<file path="src/rtl/lsu_pkg.sv">
// Shared definitions for the load/store unit: access-size encoding, FSM states and
// the size-to-byte-count helper.
package lsu_pkg;

    localparam logic [1:0] SzByte  = 2'd0;
    localparam logic [1:0] SzHalf  = 2'd1;
    localparam logic [1:0] SzWord  = 2'd2;
    localparam logic [1:0] SzDword = 2'd3;

    typedef enum logic [2:0] {
        StIdle,
        StRd,
        StCap,
        StWr,
        StErr
    } lsu_state_e;

    function automatic logic [3:0] size_bytes(input logic [1:0] size);
        return 4'd1 << size;
    endfunction

endpackage

</file>
<file path="src/rtl/lsu_align.sv">
// Combinational data alignment for a big-endian 64-bit RAM word: load extraction with
// sign/zero extension, and sub-dword store merge over the previously read word.
module lsu_align
    import lsu_pkg::*;
(
    input  logic [1:0]  size_i,
    input  logic        signed_i,
    input  logic [63:0] rdata_i,
    input  logic [63:0] wdata_i,
    output logic [63:0] load_o,
    output logic [63:0] merge_o
);

    logic sext;

    // The addressed byte always sits in the top lane, so its MSB is rdata_i[63].
    assign sext = signed_i & rdata_i[63];

    always_comb begin
        load_o  = rdata_i;
        merge_o = wdata_i;
        unique case (size_i)
            SzByte: begin
                load_o  = {{56{sext}}, rdata_i[63:56]};
                merge_o = {wdata_i[7:0], rdata_i[55:0]};
            end
            SzHalf: begin
                load_o  = {{48{sext}}, rdata_i[63:48]};
                merge_o = {wdata_i[15:0], rdata_i[47:0]};
            end
            SzWord: begin
                load_o  = {{32{sext}}, rdata_i[63:32]};
                merge_o = {wdata_i[31:0], rdata_i[31:0]};
            end
            SzDword: begin
                load_o  = rdata_i;
                merge_o = wdata_i;
            end
            default: begin
                load_o  = rdata_i;
                merge_o = wdata_i;
            end
        endcase
    end

endmodule

</file>
<file path="src/rtl/load_store_unit.sv">
// Load/store sequencer between execute and a byte-addressed big-endian 64-bit RAM.
// Optional misalignment trap is enabled with the LSU_MISALIGN_TRAP_EN macro.
module load_store_unit
    import lsu_pkg::*;
(
    input  logic        clk,
    input  logic        rst_n,
    input  logic        req_valid_i,
    output logic        req_ready_o,
    input  logic        req_we_i,
    input  logic [1:0]  req_size_i,
    input  logic        req_signed_i,
    input  logic [63:0] req_addr_i,
    input  logic [63:0] req_wdata_i,
    output logic        rsp_valid_o,
    output logic [63:0] rsp_rdata_o,
    output logic        rsp_err_o,
    output logic        mem_cs_o,
    output logic        mem_we_o,
    output logic [63:0] mem_addr_o,
    output logic [63:0] mem_wdata_o,
    input  logic [63:0] mem_rdata_i
);

    lsu_state_e  state_q;
    logic        we_q;
    logic [1:0]  size_q;
    logic        signed_q;
    logic [63:0] wdata_q;
    logic        mem_cs_q;
    logic        mem_we_q;
    logic [63:0] mem_addr_q;
    logic [63:0] mem_wdata_q;
    logic        rsp_valid_q;
    logic [63:0] rsp_rdata_q;
    logic [63:0] load_data;
    logic [63:0] merge_data;

    lsu_align u_align (
        .size_i   (size_q),
        .signed_i (signed_q),
        .rdata_i  (mem_rdata_i),
        .wdata_i  (wdata_q),
        .load_o   (load_data),
        .merge_o  (merge_data)
    );

`ifdef LSU_MISALIGN_TRAP_EN
    logic misalign;
    logic rsp_err_q;

    assign misalign  = (req_addr_i[3:0] & (size_bytes(req_size_i) - 4'd1)) != 4'd0;
    assign rsp_err_o = rsp_err_q;
`else
    assign rsp_err_o = 1'b0;
`endif

    always_ff @(posedge clk or negedge rst_n) begin
        if (!rst_n) begin
            state_q     <= StIdle;
            we_q        <= 1'b0;
            size_q      <= SzByte;
            signed_q    <= 1'b0;
            wdata_q     <= '0;
            mem_cs_q    <= 1'b0;
            mem_we_q    <= 1'b0;
            mem_addr_q  <= '0;
            mem_wdata_q <= '0;
            rsp_valid_q <= 1'b0;
            rsp_rdata_q <= '0;
`ifdef LSU_MISALIGN_TRAP_EN
            rsp_err_q   <= 1'b0;
`endif
        end else begin
            rsp_valid_q <= 1'b0;
`ifdef LSU_MISALIGN_TRAP_EN
            rsp_err_q   <= 1'b0;
`endif
            case (state_q)
                StIdle: begin
                    if (req_valid_i) begin
                        we_q       <= req_we_i;
                        size_q     <= req_size_i;
                        signed_q   <= req_signed_i;
                        wdata_q    <= req_wdata_i;
                        mem_addr_q <= req_addr_i;
`ifdef LSU_MISALIGN_TRAP_EN
                        if (misalign) begin
                            state_q <= StErr;
                        end else
`endif
                        if (req_we_i && (req_size_i == SzDword)) begin
                            state_q     <= StWr;
                            mem_cs_q    <= 1'b1;
                            mem_we_q    <= 1'b1;
                            mem_wdata_q <= req_wdata_i;
                        end else begin
                            state_q  <= StRd;
                            mem_cs_q <= 1'b1;
                            mem_we_q <= 1'b0;
                        end
                    end
                end
                StRd: begin
                    mem_cs_q <= 1'b0;
                    state_q  <= StCap;
                end
                StCap: begin
                    if (we_q) begin
                        mem_wdata_q <= merge_data;
                        mem_cs_q    <= 1'b1;
                        mem_we_q    <= 1'b1;
                        state_q     <= StWr;
                    end else begin
                        rsp_rdata_q <= load_data;
                        rsp_valid_q <= 1'b1;
                        state_q     <= StIdle;
                    end
                end
                StWr: begin
                    mem_cs_q    <= 1'b0;
                    mem_we_q    <= 1'b0;
                    rsp_rdata_q <= '0;
                    rsp_valid_q <= 1'b1;
                    state_q     <= StIdle;
                end
`ifdef LSU_MISALIGN_TRAP_EN
                StErr: begin
                    rsp_rdata_q <= '0;
                    rsp_valid_q <= 1'b1;
                    rsp_err_q   <= 1'b1;
                    state_q     <= StIdle;
                end
`endif
                default: begin
                    mem_cs_q <= 1'b0;
                    mem_we_q <= 1'b0;
                    state_q  <= StIdle;
                end
            endcase
        end
    end

    assign req_ready_o = (state_q == StIdle);
    assign rsp_valid_o = rsp_valid_q;
    assign rsp_rdata_o = rsp_rdata_q;
    assign mem_cs_o    = mem_cs_q;
    assign mem_we_o    = mem_we_q;
    assign mem_addr_o  = mem_addr_q;
    assign mem_wdata_o = mem_wdata_q;

endmodule

</file>
<file path="config.mk">
export PLATFORM = sky130hd
export DESIGN_NAME = load_store_unit
export DESIGN_NICKNAME = d
export VERILOG_FILES = /design/src/rtl/lsu_pkg.sv /design/src/rtl/lsu_align.sv /design/src/rtl/load_store_unit.sv
export SDC_FILE = /design/constraint.sdc
export NUM_CORES = 1
export LEC_CHECK = 0
export ABC_CLOCK_PERIOD_IN_PS = 3000
export CAP_MARGIN = 20
export CORE_MARGIN = 10
export CORE_UTILIZATION = 51
export CTS_CLUSTER_DIAMETER = 80
export DETAILED_ROUTE_END_ITERATION = 12
export GPL_TIMING_DRIVEN = 1
export HOLD_SLACK_MARGIN = 0.03
export MAX_ROUTING_LAYER = met4
export PLACE_DENSITY = 0.87
export SLEW_MARGIN = 20
export SYNTH_ARGS = -nofsm -noshare
export SYNTH_HDL_FRONTEND = slang
export SYNTH_HIERARCHICAL = 1
export SYNTH_SLANG_ARGS = --single-unit
</file>
<file path="constraint.sdc">
create_clock -name clk -period 3 [get_ports clk]
set_input_delay 0.9 -clock clk [delete_from_list [all_inputs] [get_ports clk]]
set_output_delay 0.9 -clock clk [all_outputs]
set_load 0.1 [all_outputs]
</file>
==> impl_metrics.py <==
metrics = {
    "yosys": {
        "synth.yosys.warnings": 6,
        "synthDistinctLibCells": 31,
        "synth_most_common_cell": "dfrtp_1",
        "synth_seq_cells": 265,
        "yosysTopAreaCell": "dfrtp_1",
        "synth-edff-count": 0,
        "synth_top_area_share_pct": 51.5,
        "synth_area_leaders": "dfrtp_1 (52%), mux2_2 (23%), mux4_2 (5.4%)",
        "yosys_most_used_dff": "dfrtp_1",
        "netlist_area_um2": 12900,
        "syn_area_per_cell_um2": 14.2,
        "netlist_instances": 905,
        "syn_nets": 1104,
        "seq_area_frac_synth_pct": 51.5,
        "synthTopCellsByCount": "dfrtp_1 (265), mux2_2 (261), a22o_1 (64)",
        "async_reset_ff_share_pct": 100,
    },
    "floorplanning": {
        "start_util_pct": 51.4,
        "core-area_um2": 25000,
        "die_w_um": 179,
        "io_pins": 396,
        "die_area_um2": 32000,
        "die_h_um": 179,
        "rows": 58,
    },
    "worst_setup_path": {
        "critPathRequiredTime_ns": 2.10,
        "end_kind": "primary output",
        "cp_cell_sequence": "nor2_2 > buf_4",
        "arrival_ns": 1.66,
        "critPathSlowestCell": "dfrtp_1",
        "path_max_fanout": 7,
        "start_kind": "flop",
        "max_stage_delay_ns": 0.49,
        "critical_path_class": "reg2out",
    },
    "sta": {
        "rsz0062_at_grt": "no",
        "setup-tns-final_ns": 0,
        "setup_slack_ns": 0.438,
        "setup_viol": 0,
        "slew_violations": 0,
        "fmax_mhz": 390,
        "clock_skew_ns": 0.00671,
        "final_hold_viol_count": 0,
        "relSlewSlack_pct": 41.6,
        "min_period_ns": 2.56,
        "fin_crit_sh_pct": 85.4,
        "max_slew.worst_pin.slew_ns": 0.877,
    },
    "cts": {
        "post_cts_resized": 0,
        "cts_root_buf": "clkbuf_16",
        "cts.reportedPaths.clkPinSlew_ns": 0.06,
        "cts_buffer_depth": 3,
        "cts_setup_buffers": 0,
        "insertion_delay_ns": 0.54,
        "postCtsHoldBufs": 0,
        "clock_sinks": 265,
        "cts.htree.levels": 1,
        "tritoncts.num_buffers": 28,
        "cts_tree": "done",
    },
    "drt": {
        "drc": 0,
        "routedWlPerCell_um": 27.5,
        "avgViaCountPerCell": 5.85,
        "drtIter0Drc": 1107,
        "antenna_left": 0,
        "drtPass1Iterations": 5,
        "wl_mm": 45.0,
        "via_count": 9582,
    },
    "final_layout": {
        "drive_above_1_share_pct": 46.0,
        "area_growth_pct": 36.2,
        "final_util_pct": 70.0,
        "final_net_count": 1487,
        "final_area_um2": 17500,
    },
    "global_route": {
        "grt_first_pass_wirelength_mm": 65.7,
        "antenna_found_initial": 1,
        "grt_max_degree": 92,
        "grtUsageTotal_pct": 28.1,
        "grt_pass1_vias": 10200,
        "grt_overflow_total": 0,
    },
    "placement": {
        "placed_area_um2": 16600,
        "dp_slack_ns": 0.0899,
        "io_buffers": 394,
        "routabilityCongestion": 0.916,
        "hpwl_mm": 34.3,
    },
    "status": {
        "status": "completed",
    },
    "job": {
        "drv_cap": 0,
    },
    "worst_hold_path": {
        "hold_class": "in2async",
    },
}
state kept, by name (all words and copies together), names as in the netlist:
signal and cells:
mem_we_o 1, wdata_q 64, state_q 2, size_q 2
rsp_rdata_o 64, we_q 1, mem_cs_o 1, rsp_valid_o 1
mem_addr_o 64, signed_q 1, mem_wdata_o 64
path summary, 6_finish.rpt:
| kind | start | endpoint | slack [ns] | depth (start not counted) |
|---|---|---|---|---|
| min reg2reg | mem_wdata_o[11]$_DFFE_PN0P_ | mem_wdata_o[11]$_DFFE_PN0P_ | 0.49 | 1 |
| max in group asynchronous | rst_n | rsp_rdata_o[19]$_DFFE_PN0P_ | 1.95 | 2 |
| min | rst_n | rsp_rdata_o[12]$_DFFE_PN0P_ | 0.32 | 1 |
| max reg2reg | size_q[0]$_DFFE_PN0P_ | mem_wdata_o[61]$_DFFE_PN0P_ | 0.81 | 4 |
| min in group clk | mem_wdata_o[11]$_DFFE_PN0P_ | mem_wdata_o[11]$_DFFE_PN0P_ | 0.49 | 1 |
| max | state_q[0]$_DFFE_PN0P_ | req_ready_o | 0.44 | 2 |
cell usage in the layout, fill, tap and decap left out, drive strengths merged, types with 2 or more instances in the layout:
cell           instances
mux2                 291
dfrtp                265
buf                  230
clkdlybuf4s50        197
a22o                  64
o21ai                 42
clkbuf                35
nand3                 34
mux2i                 33
mux4                  31
a21oi                 27
nor2                  22
inv                    7
clkinv                 7
diode                  3
bufinv                 3
and2                   3
nand2                  2
clkinvlp               2
routing by layer:
metal  track usage (%)  routed length (um)  vias to the layer above  share of wire (%)
li1                  -                   -                     4134                  -
met1              34.2               17100                     4808                 38
met2              45.5               22100                      566                 49
met3              7.88                4560                       74                 10
met4              7.23                1200                        0                2.7
met5                 -                   0                        -                  0
stage by stage:
| step | hold slack, ns | std cells |
|---|---|---|
| after floorplan | 0.475 | 905 |
| after global placement | 0.478 | 1588 |
| after detailed placement | 0.485 | 1588 |
| after CTS | 0.319 | 1635 |
| after global routing | 0.339 | 1636 |
| final | 0.317 | 1638 |
critical path, delay by kind of cell, from the launching register on:
kind / cells / cell delay, ns
flip-flops: 1 / 0.49
AND/OR/NAND/NOR: 1 / 0.28
buffers and inverters: 1 / 0.35
cell families (layout without fill, tap and decap cells):
group | after synthesis | count (layout) | share of synthesized area [%]
DFF | 265 | 265 | 51.5
buffers and inverters | 81 | 481 | 4.30
other | 1 | 4 | 0.0291
AOI/OAI and AO/OA | 138 | 138 | 7.51
and+or+nand+nor | 65 | 65 | 2.42
muxes | 355 | 355 | 34.2
area by class of cell:
type	count	area (um2)
fill	1772	7510
sequential	265	6640
multi-input combinational	559	5710
timing repair buffer	427	3840
clock buffer	35	748
tap	330	413
clock inverter	12	140
inverter	7	26.3
antenna	3	7.51
Power is left out: the tool's default activity adds up to more than one toggle a clock period on the data nets, which glitch-free logic cannot reach.
